--- src/rtl/i2s_pkg.sv ---
// Shared types and constants for the I2S master transmitter.
// Format is Philips I2S unless I2S_TX_LJ_EN is defined (left-justified).
package i2s_pkg;

  typedef enum logic [1:0] {
    StIdle,
    StRun,
    StStop
  } i2s_state_e;

  function automatic int unsigned frame_bits(int unsigned slot_bits);
    return 2 * slot_bits;
  endfunction

`ifdef I2S_TX_LJ_EN
  localparam bit LeftJustified = 1'b1;
`else
  localparam bit LeftJustified = 1'b0;
`endif

endpackage

--- src/rtl/i2s_sck_gen.sv ---
// SCK divider: toggles sck every SCK_HALF cycles while run is high and
// flags the cycle before each falling/rising edge.
module i2s_sck_gen #(
  parameter int unsigned SCK_HALF = 2
) (
  input  logic clk_12M,
  input  logic rst,
  input  logic run,
  output logic sck,
  output logic fall,
  output logic rise
);

  localparam int unsigned CW = (SCK_HALF > 1) ? $clog2(SCK_HALF) : 1;

  logic [CW-1:0] div_q;
  logic          sck_q;
  logic          wrap;

  assign wrap = (div_q == CW'(SCK_HALF - 1));

  always_ff @(posedge clk_12M or posedge rst) begin
    if (rst) begin
      div_q <= '0;
      sck_q <= 1'b0;
    end else if (!run) begin
      div_q <= '0;
      sck_q <= 1'b0;
    end else if (wrap) begin
      div_q <= '0;
      sck_q <= ~sck_q;
    end else begin
      div_q <= div_q + 1'b1;
    end
  end

  assign sck  = sck_q;
  assign fall = wrap && sck_q;
  assign rise = wrap && !sck_q;

endmodule

--- src/rtl/i2s_master_tx.sv ---
// I2S bus-master transmitter: one-deep sample-pair holding register feeding a
// frame shift register. Define I2S_TX_LJ_EN for left-justified output.
module i2s_master_tx
  import i2s_pkg::*;
#(
  parameter int unsigned DATA_WIDTH = 16,
  parameter int unsigned SLOT_BITS  = 32,
  parameter int unsigned SCK_HALF   = 2
) (
  input  logic                  clk_12M,
  input  logic                  rst,
  input  logic                  en,
  input  logic                  in_valid,
  output logic                  in_ready,
  input  logic [DATA_WIDTH-1:0] in_ldata,
  input  logic [DATA_WIDTH-1:0] in_rdata,
  output logic                  sck,
  output logic                  ws,
  output logic                  sda,
  output logic                  frame_start,
  output logic                  underflow
);

  localparam int unsigned FrameBits = frame_bits(SLOT_BITS);
  localparam int unsigned BW        = $clog2(FrameBits);

  i2s_state_e state_q, state_d;

  logic                  run, fall, rise;
  logic [BW-1:0]         b_q, b_d;
  logic                  first_q, first_d;
  logic [FrameBits-1:0]  sr_q, sr_d, frame_word;
  logic [SLOT_BITS-1:0]  lslot, rslot;
  logic                  hold_full_q, hold_full_d, ready_q;
  logic [DATA_WIDTH-1:0] hold_l_q, hold_r_q;
  logic                  ws_q, ws_d, sda_q, sda_d, fs_q, fs_d, uf_q, uf_d;
  logic                  boundary, accept;

  // In STOP, drop run on the rise strobe so sck stays low and the divider clears.
  assign run = (state_q == StRun) || ((state_q == StStop) && !rise);

  i2s_sck_gen #(
    .SCK_HALF(SCK_HALF)
  ) u_sck_gen (
    .clk_12M(clk_12M),
    .rst    (rst),
    .run    (run),
    .sck    (sck),
    .fall   (fall),
    .rise   (rise)
  );

  assign accept   = in_valid && ready_q;
  assign boundary = first_q || (b_q == BW'(FrameBits - 1));

  always_ff @(posedge clk_12M or posedge rst) begin
    if (rst) state_q <= StIdle;
    else     state_q <= state_d;
  end

  always_comb begin
    state_d = state_q;
    unique case (state_q)
      StIdle:  if (en) state_d = StRun;
      StRun:   if (fall && boundary && !en) state_d = StStop;
      StStop:  if (rise) state_d = StIdle;
      default: state_d = StIdle;
    endcase
  end

  always_comb begin
    lslot = '0;
    rslot = '0;
    if (hold_full_q) begin
      lslot[SLOT_BITS-1 -: DATA_WIDTH] = hold_l_q;
      rslot[SLOT_BITS-1 -: DATA_WIDTH] = hold_r_q;
    end
    frame_word = {lslot, rslot};
    // Philips format delays the data one SCK behind the ws transition.
    if (!LeftJustified) frame_word = frame_word >> 1;
  end

  always_comb begin
    b_d         = b_q;
    first_d     = first_q;
    sr_d        = sr_q;
    ws_d        = ws_q;
    sda_d       = sda_q;
    fs_d        = 1'b0;
    uf_d        = 1'b0;
    hold_full_d = hold_full_q;
    if (state_q == StIdle) begin
      b_d     = '0;
      first_d = en;
      ws_d    = 1'b0;
      sda_d   = 1'b0;
      sr_d    = '0;
    end else if ((state_q == StRun) && fall) begin
      first_d = 1'b0;
      if (boundary) begin
        b_d = '0;
        if (en) begin
          sda_d       = frame_word[FrameBits-1];
          sr_d        = frame_word << 1;
          fs_d        = 1'b1;
          uf_d        = !hold_full_q;
          hold_full_d = 1'b0;
        end else begin
          sda_d = 1'b0;
          sr_d  = '0;
        end
      end else begin
        b_d   = b_q + 1'b1;
        sda_d = sr_q[FrameBits-1];
        sr_d  = sr_q << 1;
      end
      ws_d = (b_d >= BW'(SLOT_BITS));
    end
    if (accept) hold_full_d = 1'b1;
  end

  always_ff @(posedge clk_12M or posedge rst) begin
    if (rst) begin
      b_q         <= '0;
      first_q     <= 1'b0;
      sr_q        <= '0;
      hold_full_q <= 1'b0;
      ready_q     <= 1'b1;
      hold_l_q    <= '0;
      hold_r_q    <= '0;
      ws_q        <= 1'b0;
      sda_q       <= 1'b0;
      fs_q        <= 1'b0;
      uf_q        <= 1'b0;
    end else begin
      b_q         <= b_d;
      first_q     <= first_d;
      sr_q        <= sr_d;
      hold_full_q <= hold_full_d;
      ready_q     <= !hold_full_d;
      ws_q        <= ws_d;
      sda_q       <= sda_d;
      fs_q        <= fs_d;
      uf_q        <= uf_d;
      if (accept) begin
        hold_l_q <= in_ldata;
        hold_r_q <= in_rdata;
      end
    end
  end

  assign in_ready    = ready_q;
  assign ws          = ws_q;
  assign sda         = sda_q;
  assign frame_start = fs_q;
  assign underflow   = uf_q;

endmodule

--- config.mk ---
export PLATFORM = sky130hd
export DESIGN_NAME = i2s_master_tx
export DESIGN_NICKNAME = d
export VERILOG_FILES = /design/src/rtl/i2s_pkg.sv /design/src/rtl/i2s_sck_gen.sv /design/src/rtl/i2s_master_tx.sv
export SDC_FILE = /design/constraint.sdc
export NUM_CORES = 1
export LEC_CHECK = 0
export CAP_MARGIN = 20
export CORE_MARGIN = 3
export CORE_UTILIZATION = 40
export CTS_BUF_LIST = sky130_fd_sc_hd__clkbuf_2
export DETAILED_ROUTE_END_ITERATION = 6
export PLACE_DENSITY = 0.65
export SYNTH_ARGS = -nofsm -noshare
export SYNTH_HDL_FRONTEND = slang
export SYNTH_HIERARCHICAL = 1
export SYNTH_SLANG_ARGS = --single-unit
--- constraint.sdc ---
create_clock -name clk_12M -period 3.9 [get_ports clk_12M]
set_input_delay 0.78 -clock clk_12M [delete_from_list [all_inputs] [get_ports clk_12M]]
set_output_delay 0.78 -clock clk_12M [all_outputs]
set_load 0.005 [all_outputs]
==> flow_metrics.tcl <==
set metrics [dict create \
    placed_area_sq_um 4540 \
    maxCapViolCount 0 \
    finalSetupViolCount 0 \
    drtPass1Iterations 4 \
    final_cells 497 \
    vdd_drop_max_mv 0.317 \
    syn-cell-area_sq_um 4050 \
    crit_fanout 3 \
    postCtsHoldBufs 0 \
    area_delta_synth_final_pct 16.2 \
    ys_seq_area_share_pct 59.9 \
    clk_pin_slew_ps 250 \
    cp-start-kind "flip-flop" \
    start_util_pct 41.3 \
    final_cell_mix "96 x dfrtp_1, 42 x nand2_1, 41 x clkdlybuf4s50_1" \
    period_needed_ps 2420 \
    die_x_microns 107 \
    outcome "finished clean" \
    num_vias 2573 \
    diodes 0 \
    synth_warnings 6 \
    hold_viol 0 \
    numPortBuffers 41 \
    ff2ff_path_depth 5 \
    ys_ff_latch 97 \
    wl_per_cell_microns 13.9 \
    static-leakage-power_nw 2.11 \
    rows 36 \
    finalInstanceArea_sq_um 4710 \
    antenna_found_initial 0 \
    grt_pass1_vias 2560 \
    crit_path_end_kind "primary output" \
    fin_crit_sh_pct 62.1 \
    netlist_instances 326 \
    h-tree-depth 3 \
    clk_latency_ps 530 \
    synth_area_leaders "dfrtp_1 59%, mux2_2 9.2%, o21ai_2 6.1%" \
    path_class "flip-flop to primary output" \
    initialDrtViolationCount 121 \
    antenna_left 0 \
    fp.dieH_microns 107 \
    final_nets 396 \
    crit_family "flip-flops" \
    ctsResizeCount 0 \
    crit_buf_inv 1 \
    final_common_cell "dfrtp_1" \
    max_stage_delay_ps 610 \
    final_layout_size_suffix_gt1_share_pct 24.2 \
    via_per_inst 5.18 \
    dp_cells 480 \
    slew_violations 0 \
    max-slew-margin-rel_pct 36.1 \
    multi_input_area_sq_um 1460 \
    cp.required_ps 3120 \
    grt_pass1_wl_microns 11800 \
    clock_path_buffers 2 \
    fin_setup_tns_ps 0 \
    arrival_ps 1640 \
    path_depth 1 \
    grt_max_degree 92 \
    die_area_sq_um 11400 \
    netlist.area_leader.share_pct 59.3 \
    routed_wl_microns 6910 \
    critPathSlowestCell "dfstp_2" \
    cp_cell_sequence "clkdlybuf4s50_1" \
    routabilityCongestion 0.729 \
    regArea_sq_um 2430 \
    core_area_sq_um 9820 \
    postCtsSetupBuffers 0 \
    worstHoldPathType "input pin to async pin" \
    powerDensity_nw_per_um2 659 \
    syn-num-nets 363 \
    synth_cell_type_count 37 \
    io_pins 42 \
    yosysTopAreaCell "dfrtp_1" \
    dpl.hpwl_microns 4430 \
    cts-root-buf "clkbuf_2" \
    fmax_ghz 0.413 \
    grtUsageTotal_pct 12.8 \
    worst_slew_pin_slew_ps 958 \
    rsz0062_at_grt "false" \
    cts.sinks 97 \
    synth_area_per_cell_sq_um 12.4 \
    drc 0 \
    cts_tree "yes" \
    overflow 0 \
    rrSetupSlack_ps 1510 \
    cts-buffers-inserted 9 \
    clock_skew_ps 18.8 \
    fill_cells 965 \
]
worst paths after layout:
path | endpoint | start
setup reg to reg | hold_full_q | b_q[0]
hold / removal | u_sck_gen/sck | rst
setup / recovery | in_ready | in_ready
max in group asynchronous | b_q[1] | rst
hold reg to reg | u_sck_gen/div_q | u_sck_gen/div_q
min in group clk_12M | u_sck_gen/div_q | u_sck_gen/div_q
cell families (layout without fill, tap and decap cells):
logic type	after synthesis	after routing	synth area share (%)
AO/OA/AOI/OAI	102	102	19.6
adder cells (fa/ha/maj)	1	1	0.309
buffers and inverters	31	69	4.23
flip-flops	97	97	59.9
multiplexers	33	33	9.17
AND/OR/NAND/NOR	62	62	6.76
synthesized netlist by cell type, drive strengths merged:
master and number:
clkbuf 14, nor2 4, a21oi 5, ha 1, o41ai 1, mux2 33
a21o 1, inv 6, nor2b 2, nand4bb 1, o31ai 2, a2bb2oi 1
a22oi 31, and2b 1, o21ai 37, nor4b 1, a22o 19, nand2 42
nand3 3, and2 1, and3 1, or3 2, dfstp 1, buf 11
o21a 1, nor4 1, a31oi 3, nor3 3, dfrtp 96, a21boi 1
metal layers:
layer	vias to the layer above	share of wire [%]	global-route usage, %
met5	-	0	0
met4	0	0.55	2.47
met3	4	4.3	4.15
met2	39	50	21.0
met1	1287	45	16.7
li1	1243	-	-
report_power, final:
part           switching (mW)  internal, mW  leakage, nW
Combinational           0.544         0.488        0.776
Clock                   0.323         0.212       0.0783
Sequential              0.211          1.33         1.25
registers in the layout (all words and copies together), names as in the netlist:
register and cells:
u_sck_gen/sck 1, hold_full_q 1, hold_r_q 16, underflow 1, sr_q 48, hold_l_q 16
state_q 2, u_sck_gen/div_q 1, first_q 1, b_q 6, in_ready 1, sda 1
frame_start 1, ws 1
stage by stage:
step | worst slack [ps] | power [mW] | utilization (%) | hold slack, ps
detailed placement | 1190 | 2.58 | 46.3 | 461
global route | 1350 | 3.34 | 48.0 | 389
CTS | 1410 | 3.13 | 47.7 | 387
floorplan | 645 | 2.32 | - | 433
finish | 1480 | 3.10 | 48.0 | 436
global placement | 1180 | 2.55 | 46.3 | 448
cell type report:
class,instances,area share (%)
sequential,97,51.6
timing repair buffer,47,10.4
inverter,6,0.531
clock buffer,9,0.956
multi-input combinational,198,31.1
tap,133,3.53
clock inverter,7,1.99
No activity file was read; power rests on OpenSTA's default activity.
